$ cat src/rtl/motor_pkg.sv
// Shared types and coil patterns for the stepper sequencer.
// HALF_STEP_EN selects the 8-phase half-step sequence.
package motor_pkg;

  typedef enum logic [1:0] {
    IDLE = 2'd0,
    RUN  = 2'd1,
    JOG  = 2'd2
  } state_t;

  localparam logic [1:0] DIR_RIGHT = 2'b10;
  localparam logic [1:0] DIR_LEFT  = 2'b01;
  localparam logic [1:0] DIR_STOP  = 2'b00;

  localparam logic [3:0] COILS_OFF = 4'b0000;

  // Phase p occupies bits [4p+3:4p].
  localparam logic [15:0] FULL_PAT = {
    4'b1000, 4'b0100, 4'b0010, 4'b0001
  };

  localparam logic [31:0] HALF_PAT = {
    4'b1001, 4'b1000, 4'b1100, 4'b0100,
    4'b0110, 4'b0010, 4'b0011, 4'b0001
  };

`ifdef HALF_STEP_EN
  localparam int PH_W = 3;
`else
  localparam int PH_W = 2;
`endif

  function automatic logic [3:0] coil_pat(
    input logic [PH_W-1:0] p
  );
`ifdef HALF_STEP_EN
    return HALF_PAT[{p, 2'b00} +: 4];
`else
    return FULL_PAT[{p, 2'b00} +: 4];
`endif
  endfunction

endpackage

$ cat src/rtl/step_prescaler.sv
// Step-rate prescaler: 1-cycle tick every (BASE_DIV >> motorSpeed)
// clocks; the period is resampled on every tick and on clear.
module step_prescaler #(
  parameter int BASE_DIV = 25_000_000
) (
  input  logic       clock,
  input  logic       reset,
  input  logic       clear,
  input  logic [1:0] motorSpeed,
  output logic       tick
);

  localparam int CW = (BASE_DIV > 2) ? $clog2(BASE_DIV) : 1;

  localparam logic [CW-1:0] L0 = CW'(BASE_DIV - 1);
  localparam logic [CW-1:0] L1 = CW'((BASE_DIV >> 1) - 1);
  localparam logic [CW-1:0] L2 = CW'((BASE_DIV >> 2) - 1);
  localparam logic [CW-1:0] L3 = CW'((BASE_DIV >> 3) - 1);

  logic [CW-1:0] r_cnt;
  logic [CW-1:0] r_last;
  logic [CW-1:0] w_last;

  always_comb begin
    w_last = L0;
    unique case (motorSpeed)
      2'd0: w_last = L0;
      2'd1: w_last = L1;
      2'd2: w_last = L2;
      2'd3: w_last = L3;
    endcase
  end

  assign tick = (r_cnt == r_last);

  always_ff @(posedge clock or posedge reset) begin
    if (reset) begin
      r_cnt  <= '0;
      r_last <= L0;
    end else if (clear || tick) begin
      r_cnt  <= '0;
      r_last <= w_last;
    end else begin
      r_cnt  <= r_cnt + CW'(1);
    end
  end

endmodule

$ cat src/rtl/step_sequencer.sv
// Stepper motor sequencer: continuous run plus debounced-edge jog.
// Define HALF_STEP_EN for the 8-phase half-step drive.
module step_sequencer
  import motor_pkg::*;
#(
  parameter int BASE_DIV  = 25_000_000,
  parameter int JOG_STEPS = 4
) (
  input  logic       clock,
  input  logic       reset,
  input  logic       enable,
  input  logic       direction,
  input  logic       buttonRight,
  input  logic       buttonLeft,
  input  logic [1:0] motorSpeed,
  output logic [3:0] lights,
  output logic [1:0] rightLeft,
  output logic       busy
);

  state_t          r_state;
  logic [PH_W-1:0] r_phase;
  logic [7:0]      r_jcnt;
  logic            r_jdir;
  logic [1:0]      r_sync_r;
  logic [1:0]      r_sync_l;
  logic            r_prev_r;
  logic            r_prev_l;
  logic [3:0]      r_lights;
  logic [1:0]      r_rl;
  logic            r_busy;

  logic            w_tick;
  logic            w_clear;
  logic            w_edge_r;
  logic            w_edge_l;
  logic            w_jog_go;
  logic            w_dir;
  logic            w_last;
  logic [PH_W-1:0] w_ph_nx;

  assign w_edge_r = r_sync_r[1] & ~r_prev_r;
  assign w_edge_l = r_sync_l[1] & ~r_prev_l;
  assign w_jog_go = (w_edge_r ^ w_edge_l) & ~enable;

  assign w_dir   = (r_state == RUN) ? direction : r_jdir;
  assign w_ph_nx = w_dir ? r_phase + PH_W'(1)
                         : r_phase - PH_W'(1);
  assign w_last  = (r_jcnt == 8'd1);

  // Prescaler restarts on every entry into RUN or JOG.
  assign w_clear =
    ((r_state == IDLE) && (enable || w_jog_go)) ||
    ((r_state == JOG) && w_tick && w_last && enable);

  step_prescaler #(
    .BASE_DIV (BASE_DIV)
  ) u_presc (
    .clock      (clock),
    .reset      (reset),
    .clear      (w_clear),
    .motorSpeed (motorSpeed),
    .tick       (w_tick)
  );

  always_ff @(posedge clock or posedge reset) begin
    if (reset) begin
      r_state  <= IDLE;
      r_phase  <= '0;
      r_jcnt   <= '0;
      r_jdir   <= 1'b0;
      r_sync_r <= '0;
      r_sync_l <= '0;
      r_prev_r <= 1'b0;
      r_prev_l <= 1'b0;
      r_lights <= COILS_OFF;
      r_rl     <= DIR_STOP;
      r_busy   <= 1'b0;
    end else begin
      r_sync_r <= {r_sync_r[0], buttonRight};
      r_sync_l <= {r_sync_l[0], buttonLeft};
      r_prev_r <= r_sync_r[1];
      r_prev_l <= r_sync_l[1];
      unique case (r_state)
        IDLE: begin
          if (enable) begin
            r_state  <= RUN;
            r_lights <= coil_pat(r_phase);
            r_rl     <= direction ? DIR_RIGHT : DIR_LEFT;
            r_busy   <= 1'b1;
          end else if (w_jog_go) begin
            r_state  <= JOG;
            r_jcnt   <= 8'(JOG_STEPS);
            r_jdir   <= w_edge_r;
            r_lights <= coil_pat(r_phase);
            r_rl     <= w_edge_r ? DIR_RIGHT : DIR_LEFT;
            r_busy   <= 1'b1;
          end
        end
        RUN: begin
          if (!enable) begin
            r_state  <= IDLE;
            r_lights <= COILS_OFF;
            r_rl     <= DIR_STOP;
            r_busy   <= 1'b0;
          end else begin
            r_rl <= direction ? DIR_RIGHT : DIR_LEFT;
            if (w_tick) begin
              r_phase  <= w_ph_nx;
              r_lights <= coil_pat(w_ph_nx);
            end
          end
        end
        JOG: begin
          if (w_tick) begin
            r_phase <= w_ph_nx;
            r_jcnt  <= r_jcnt - 8'd1;
            if (!w_last) begin
              r_lights <= coil_pat(w_ph_nx);
            end else if (enable) begin
              r_state  <= RUN;
              r_lights <= coil_pat(w_ph_nx);
              r_rl     <= direction ? DIR_RIGHT : DIR_LEFT;
            end else begin
              r_state  <= IDLE;
              r_lights <= COILS_OFF;
              r_rl     <= DIR_STOP;
              r_busy   <= 1'b0;
            end
          end
        end
        default: r_state <= IDLE;
      endcase
    end
  end

  assign lights    = r_lights;
  assign rightLeft = r_rl;
  assign busy      = r_busy;

endmodule

$ cat config.mk
export PLATFORM = sky130hd
export DESIGN_NAME = step_sequencer
export DESIGN_NICKNAME = d
export VERILOG_FILES = /design/src/rtl/motor_pkg.sv /design/src/rtl/step_prescaler.sv /design/src/rtl/step_sequencer.sv
export SDC_FILE = /design/constraint.sdc
export NUM_CORES = 1
export LEC_CHECK = 0
export BUFFER_PORTS_ARGS = -buffer_cell sky130_fd_sc_hd__buf_2
export CORE_ASPECT_RATIO = 1.5
export CORE_MARGIN = 2
export CORE_UTILIZATION = 55
export DETAILED_ROUTE_END_ITERATION = 12
export MAX_ROUTING_LAYER = met4
export PLACE_DENSITY_LB_ADDON = 0.12
export SLEW_MARGIN = 40
export SYNTH_ARGS = -nofsm -noshare
export SYNTH_HDL_FRONTEND = slang
export SYNTH_SLANG_ARGS = --single-unit
$ cat constraint.sdc
create_clock -name clock -period 2.22 [get_ports clock]
set_input_delay 0 -clock clock [delete_from_list [all_inputs] [get_ports clock]]
set_output_delay 0 -clock clock [all_outputs]
set_load 0.1 [all_outputs]
==> flow_summary_export.csv, run 1 <==
group,metric,value,unit
worst_setup_path,end_kind,"register",
clock_network,clk_pin_slew_worst_paths,0.07,ns
sta,timing_worst_slew_pin_value,0.555,ns
die,die_area,6550,um^2
sta,finalHoldViolations,0,
sta,rsz0062_at_grt,"yes",
logic_synthesis,syn-mean-instance-area,10.0,um^2
logic_synthesis,ys_async_sr_fraction,100,%
power_and_ir_drop,powerDensity,1070,nW/um^2
route,avgViaCountPerCell,5.72,
sta,max_slew_margin,63.0,%
logic_synthesis,synth_ff_type,"sky130_fd_sc_hd__dfrtp_1",
sta,finalWorstPathRequiredPeriod,2.18,ns
power_and_ir_drop,power_frac_clock,21.0,%
route,route.final.wire_length,7.13,mm
power_and_ir_drop,switching_share,39.5,%
clock_network,clkSinkCount,62,
route,dr.pass1.iters,4,
clock_network,tritoncts,"built",
die,core_region_area,5740,um^2
worst_setup_path,cp.required,2.46,ns
job,drv.max_cap_violation_count,0,
route,remaining_drc_errors,0,
logic_synthesis,synth.ff_latch_count,62,
clock_network,htree_num_levels,3,
worst_setup_path,worst_setup_path_start_kind,"register",
logic_synthesis,yosys_warnings,0,
die,boundaryPins,15,
route,wl_per_cell,15.8,um
grt,antenna_violations_before_repair,0,
clock_network,cts_buffers,9,
sta,slew_limit_fails,0,
die,die_width,66.7,um
logic_synthesis,synth_enable_flop_cells,0,
final_layout,final_layout_size_suffix_gt1_share,23.9,%
power_and_ir_drop,static-leakage-power,1.76,nW
worst_setup_path,cp.arrival,2.42,ns
placed_design,routabilityCongestion,0.856,
placed_design,place_hpwl,4.99,mm
placed_design,place.port_buffers,14,
sta,timing.clock.skew,0.0137,ns
route,drt.antenna.violating_nets,0,
route,vias,2584,
worst_setup_path,timing.critical_path.fanout_max,10,
final_layout,syn2layout_area_growth,20.1,%
run_status,outcome,"complete, no violations",
sta,layout_worst_path_cycle_share,98.3,%
sta,max_freq,458,MHz
worst_setup_path,critPathKind,"reg -> reg",
final_layout,fin_nets,396,
logic_synthesis,synth.distinct_cells,50,
sta,finalSetupViolCount,0,
clock_network,clockBufferDepth,2,
grt,grt_pass1_wl,12.0,mm
sta,worst_hold_slack,0.0380,ns
power_and_ir_drop,share_comb_of_total_power,41.0,%
grt,track_usage,25.1,%
clock_network,worst_skew_pair.late_latency,0.35,ns
die,floorplan.initialDensity,56.5,%
final_layout,diodes,0,
min_path,worst_hold_path_type,"in -> reg",
power_and_ir_drop,seq_power_share,38.0,%
grt,first_global_vias,2558,
logic_synthesis,mappedNetlistArea,3250,um^2
logic_synthesis,post_synth_inst_count,324,
clock_network,cts_root_buffer_type,"sky130_fd_sc_hd__clkbuf_8",
grt,grt_max_degree,63,
final_layout,final_core_utilization,67.9,%
die,rows,34,
logic_synthesis,synth.yosys.seq_area_share,48.0,%
power_and_ir_drop,cell_internal_pwr,0.00252,W
route,drt-initial-drc-count,269,
grt,remaining_overflow_grt,0,
logic_synthesis,synth_net_count,343,
power_and_ir_drop,switchingPower,0.00165,W
die,die_y,98.1,um
power_and_ir_drop,worst_vdd_ir,567,uV
metal layers:
metal / wire, um / GRT usage (%)
met5: 0 / -
met4: 213 / 11.5
met3: 195 / 6.11
met2: 3760 / 40.5
met1: 2970 / 29.0
layout by cell type, fill, tap and decap left out, types with 7 or more instances in the layout:
cell type and instances:
sky130_fd_sc_hd__buf_4 32, sky130_fd_sc_hd__buf_2 14, sky130_fd_sc_hd__nor2_1 42, sky130_fd_sc_hd__dfrtp_1 56, sky130_fd_sc_hd__nand2_1 18, sky130_fd_sc_hd__nand4_1 7
sky130_fd_sc_hd__nand3_1 14, sky130_fd_sc_hd__ha_1 11, sky130_fd_sc_hd__o21ai_0 8, sky130_fd_sc_hd__xnor2_1 19, sky130_fd_sc_hd__mux2_2 7, sky130_fd_sc_hd__and3_1 9
sky130_fd_sc_hd__a21oi_1 8, sky130_fd_sc_hd__inv_1 15, sky130_fd_sc_hd__clkbuf_8 11, sky130_fd_sc_hd__xor2_1 14
cell usage after synthesis, types with 6 or more instances:
cell / count / area share, %
sky130_fd_sc_hd__ha_1: 11 / 4.2
sky130_fd_sc_hd__inv_1: 16 / 1.8
sky130_fd_sc_hd__nor2_1: 43 / 5.0
sky130_fd_sc_hd__mux2_2: 8 / 2.8
sky130_fd_sc_hd__nand2_1: 18 / 2.1
sky130_fd_sc_hd__a21oi_1: 8 / 1.2
sky130_fd_sc_hd__o21ai_0: 8 / 1.2
sky130_fd_sc_hd__nor2b_1: 6 / 1.2
sky130_fd_sc_hd__dfstp_2: 6 / 4.9
sky130_fd_sc_hd__dfrtp_1: 56 / 43
sky130_fd_sc_hd__xor2_1: 14 / 3.8
sky130_fd_sc_hd__nand4_1: 7 / 1.3
sky130_fd_sc_hd__and3_1: 9 / 1.7
sky130_fd_sc_hd__a32oi_1: 6 / 1.6
sky130_fd_sc_hd__nand3_1: 14 / 2.2
sky130_fd_sc_hd__nor3_1: 6 / 0.92
sky130_fd_sc_hd__xnor2_1: 19 / 5.1
sky130_fd_sc_hd__or3_1: 6 / 1.2
flip-flops by register name, indices dropped and copies added, names as in the netlist, 2 cells and up:
| signal | flops |
|---|---|
| u_presc.r_last | 11 |
| lights | 4 |
| r_state | 2 |
| r_jcnt | 8 |
| r_sync_l | 2 |
| rightLeft | 2 |
| r_phase | 2 |
| r_sync_r | 2 |
| u_presc.r_cnt | 25 |
per-stage QoR:
step / std cells / setup TNS, ns / worst slack (ns) / cell area, um^2 / total power (W)
6_report: 452 / 0 / 0.0374 / 3900 / 0.00417
5_1_grt: 452 / -0.177 / -0.0732 / 3900 / 0.00445
4_1_cts: 451 / 0 / 0.00104 / 3830 / 0.00415
3_5_place_dp: 432 / -0.0259 / -0.0259 / 3620 / 0.00327
3_3_place_gp: 432 / 0 / 0.00794 / 3620 / 0.00323
2_1_floorplan: 324 / 0 / 0.0343 / 3250 / 0.00280
path summary, 6_finish.rpt:
path | start | end | slack (ns) | cells after the start
max | u_presc.r_last[20] | r_state[0] | 0.04 | 7
min | direction | rightLeft[1] | 0.04 | 3
max reg2reg | u_presc.r_last[20] | r_state[0] | 0.04 | 7
min reg2reg | r_sync_l[0] | r_sync_l[1] | 0.34 | 0
max in group asynchronous | reset | u_presc.r_last[21] | 1.48 | 4
min in group asynchronous | reset | r_jcnt[4] | 0.33 | 4
power by group through the flow:
stage / registers [W] / clock network (W) / logic [W]
floorplan: 0.00186 / 0 / 0.000933
global placement: 0.00158 / 0 / 0.00165
detailed placement: 0.00160 / 0 / 0.00167
CTS: 0.00158 / 0.000891 / 0.00168
global route: 0.00162 / 0.000944 / 0.00188
finish: 0.00159 / 0.000874 / 0.00171
cell type report:
| cell class | instances | area, um^2 |
|---|---|---|
| clock buffer | 12 | 155 |
| clock inverter | 2 | 10.0 |
| fill | 471 | 1840 |
| inverter | 16 | 60.1 |
| multi-input combinational | 235 | 1630 |
| sequential | 62 | 1560 |
| tap | 72 | 90.1 |
| timing repair buffer | 53 | 392 |
cells by family after synthesis:
| logic type | Yosys count | synth area share, % |
|---|---|---|
| XOR/XNOR | 33 | 8.90 |
| multiplexers | 11 | 3.70 |
| flip-flops | 62 | 48.0 |
| buffers and inverters | 27 | 3.51 |
| AO/OA/AOI/OAI | 49 | 11.2 |
| AND/OR/NAND/NOR | 131 | 20.4 |
| adder cells (fa/ha/maj) | 11 | 4.24 |
timing repair:
item | 4_1_cts | 5_1_grt
setup endpoints to repair | 2 | 10
pin swaps | 2 | 4
gates resized for setup | 0 | 11
hold buffers | 5 | 0
endpoints found under the hold margin | 65 | 0
setup buffers | 0 | 2
worst max-delay path, cell delays in order (launching register included):
cell	delay, ns
sky130_fd_sc_hd__dfstp_2	0.39
sky130_fd_sc_hd__or3_4	0.38
sky130_fd_sc_hd__a22oi_2	0.17
sky130_fd_sc_hd__o221ai_2	0.12
sky130_fd_sc_hd__buf_4	0.18
sky130_fd_sc_hd__or2_4	0.30
sky130_fd_sc_hd__a221o_1	0.34
sky130_fd_sc_hd__a32o_1	0.20
Note: power is estimated with default switching activity, not from simulation.
==> run 2, diff against run 1 <==
--- a/config.mk
+++ b/config.mk
@@ -5,10 +5,11 @@
 export SDC_FILE = /design/constraint.sdc
 export NUM_CORES = 1
 export LEC_CHECK = 0
+export ABC_CLOCK_PERIOD_IN_PS = 2220
 export BUFFER_PORTS_ARGS = -buffer_cell sky130_fd_sc_hd__buf_2
 export CORE_ASPECT_RATIO = 1.5
 export CORE_MARGIN = 2
-export CORE_UTILIZATION = 55
+export CORE_UTILIZATION = 26
 export DETAILED_ROUTE_END_ITERATION = 12
 export MAX_ROUTING_LAYER = met4
 export PLACE_DENSITY_LB_ADDON = 0.12
==> run 2 against run 1 <==
Wire length up 13%. Non-clock buffer count up 6. Sequential share of layout area down 2.8 points. Sequential power about the same. Maximum frequency down 1.2%. Worst setup slack worse by 0.026 ns. Flip-flop and latch count unchanged. Total power up 17%. Register-to-register slack worse by 0.03 ns. Final area up 7.6%. Largest cell class unchanged.
==> flow_summary_export.csv, run 2 (synthesis gave the netlist of run 1 again) <==
group,metric,value,unit
die,floorplan.initialDensity,26.3,%
final_layout,layout.cells.most_common,"sky130_fd_sc_hd__dfrtp_1",
worst_setup_path,timing.critical_path.fanout_max,5,
grt,track_usage,13.8,%
clock_network,clockBufferDepth,2,
power_and_ir_drop,static-leakage-power,1.86,nW
worst_setup_path,end_kind,"register",
route,drt-initial-drc-count,56,
sta,finalWorstSetupSlack,0.0119,ns
clock_network,tritoncts,"built",
worst_setup_path,reg2reg_slack,0.01,ns
worst_setup_path,critical_path.reg2reg.startpoint,"u_presc.r_cnt[0]",
final_layout,largest_register_ffs,25,
sta,finalSetupViolCount,0,
final_layout,fin_nets,403,
min_path,hp-start,"direction",
run_status,outcome,"complete, no violations",
power_and_ir_drop,fin_total_pwr,0.00489,W
min_path,min_delay_path_depth,3,
sta,max_slew_margin,67.6,%
route,route.final.wire_length,8.08,mm
min_path,worst_hold_path_type,"in -> reg",
clock_network,htree_num_levels,3,
clock_network,clkSinkCount,62,
clock_network,worst_skew_pair.late_latency,0.33,ns
job,drv.max_cap_violation_count,0,
sta,slew_limit_fails,0,
placed_design,place_ws,-0.0276,ns
route,remaining_drc_errors,0,
sta,timing_worst_slew_pin_value,0.490,ns
power_and_ir_drop,worst_vdd_ir,435,uV
worst_setup_path,cp.required,2.44,ns
grt,grt_max_degree,63,
final_layout,regMostFlops,"u_presc.r_cnt",
min_path,worst_hold_path.endpoint,"rightLeft[1]",
route,wl_per_cell,14.8,um
power_and_ir_drop,powerDensity,1160,nW/um^2
route,dr.pass1.iters,4,
grt,antenna_violations_before_repair,0,
route,drt.antenna.violating_nets,0,
final_layout,final_layout_size_suffix_gt1_share,24.7,%
grt,first_global_vias,2720,
final_layout,diodes,0,
worst_setup_path,cp.arrival,2.43,ns
worst_setup_path,timing.rr.end,"r_state[0]",
die,die_width,95.2,um
worst_setup_path,critPathKind,"reg -> reg",
final_layout,layout.cells.most_common_list,"56 x sky130_fd_sc_hd__dfrtp_1, 43 x sky130_fd_sc_hd__nor2_1, 36 x sky130_fd_sc_hd__buf_4, 19 x sky130_fd_sc_hd__xnor2_1, 18 x sky130_fd_sc_hd__nand2_1",
worst_setup_path,r2r_cells,7,
placed_design,place_hpwl,5.80,mm
die,rows,50,
clock_network,cts_buffers,9,
sta,finalHoldViolations,0,
worst_setup_path,worst_setup_path_start_kind,"register",
final_layout,leading_registers_by_flop_count,"u_presc.r_cnt x25, u_presc.r_last x11, r_jcnt x8",
clock_network,cts_root_buffer_type,"sky130_fd_sc_hd__clkbuf_16",
clock_network,clk_pin_slew_worst_paths,0.05,ns
sta,rsz0062_at_grt,"yes",
die,die_y,141,um
sta,timing.clock.skew,0.00886,ns
die,die_area,13400,um^2
sta,layout_worst_path_cycle_share,99.5,%
route,avgViaCountPerCell,4.73,
die,boundaryPins,15,
final_layout,final_area,4200,um^2
final_layout,num-fill-cells,1270,
final_layout,syn2layout_area_growth,29.3,%
placed_design,routabilityCongestion,0.780,
placed_design,place.port_buffers,14,
grt,grt_pass1_wl,13.7,mm
grt,remaining_overflow_grt,0,
sta,finalWorstPathRequiredPeriod,2.21,ns
sta,max_freq,453,MHz
die,core_region_area,12300,um^2
route,vias,2580,
placed_design,dpl_cell_area,3760,um^2
## run 2: changes by cell type in the layout (fill, tap and decap cells not counted), sizes merged
cell and change:
or2 +1, bufinv +2, buf +6
## run 2: critical path, cell delays in order, from the launching register on
cell and delay (ns):
sky130_fd_sc_hd__dfrtp_1 0.35, sky130_fd_sc_hd__ha_2 0.18, sky130_fd_sc_hd__and4bb_2 0.23, sky130_fd_sc_hd__o2111ai_1 0.10, sky130_fd_sc_hd__or3_4 0.42, sky130_fd_sc_hd__or2_4 0.27, sky130_fd_sc_hd__a221o_1 0.34, sky130_fd_sc_hd__a32o_1 0.20
## run 2: power by group
part / switching, W / total, W / internal, W
registers: 0.000183 / 0.00159 / 0.00140
logic: 0.00104 / 0.00175 / 0.000707
clock network: 0.000508 / 0.00155 / 0.00104
total: 0.00174 / 0.00489 / 0.00315
## run 2: per-layer routing
layer,up-vias,global-route usage (%),part of all wire [%],wire length [um]
met5,-,-,0,0
met4,0,5.80,1.5,125
met3,8,2.57,2.0,159
met2,27,23.9,55,4430
met1,1279,15.2,42,3370
li1,1266,-,-,-
## run 2: cell type report
cell class                 count  area (um^2)  share of cell area (%)
multi-input combinational    236         1600                    38.2
sequential                    62         1560                    37.1
timing repair buffer          59          453                    10.8
clock buffer                  12          256                    6.11
tap                          156          195                    4.65
clock inverter                 4         70.1                    1.67
inverter                      16         60.1                    1.43
## run 2: worst max-delay path by stage
stage	startpoint	end	slack (ns)	cells past startpoint
6_report	u_presc.r_cnt[0]	r_state[0]	0.01	7
5_1_grt	u_presc.r_cnt[0]	r_state[0]	-0.1	7
4_1_cts	u_presc.r_cnt[0]	r_state[0]	-0.009	7
3_5_place_dp	u_presc.r_cnt[0]	r_state[0]	-0.03	7
3_3_place_gp	u_presc.r_cnt[0]	r_state[0]	0.01	7
2_1_floorplan	u_presc.r_cnt[0]	u_presc.r_last[9]	0.03	7
## run 2: metrics by stage
stage | TNS [ns] | util (%) | instances | hold slack, ns
6_report | 0 | 34.1 | 545 | 0.0796
5_1_grt | -0.351 | 34.1 | 545 | 0.111
4_1_cts | -0.00916 | 33.7 | 543 | 0.0766
3_5_place_dp | -0.0425 | 30.5 | 520 | 0.102
3_3_place_gp | 0 | 30.5 | 520 | 0.107
2_1_floorplan | 0 | - | 324 | 0.0314
## run 2: timing repair
item | CTS | global route
hold endpoints to repair | 64 | 0
pin swaps | 4 | 2
gates resized for setup | 0 | 7
cloned | 1 | 0
endpoints found under the setup margin | 4 | 21
buffers inserted | 1 | 2
hold buffers | 5 | 0
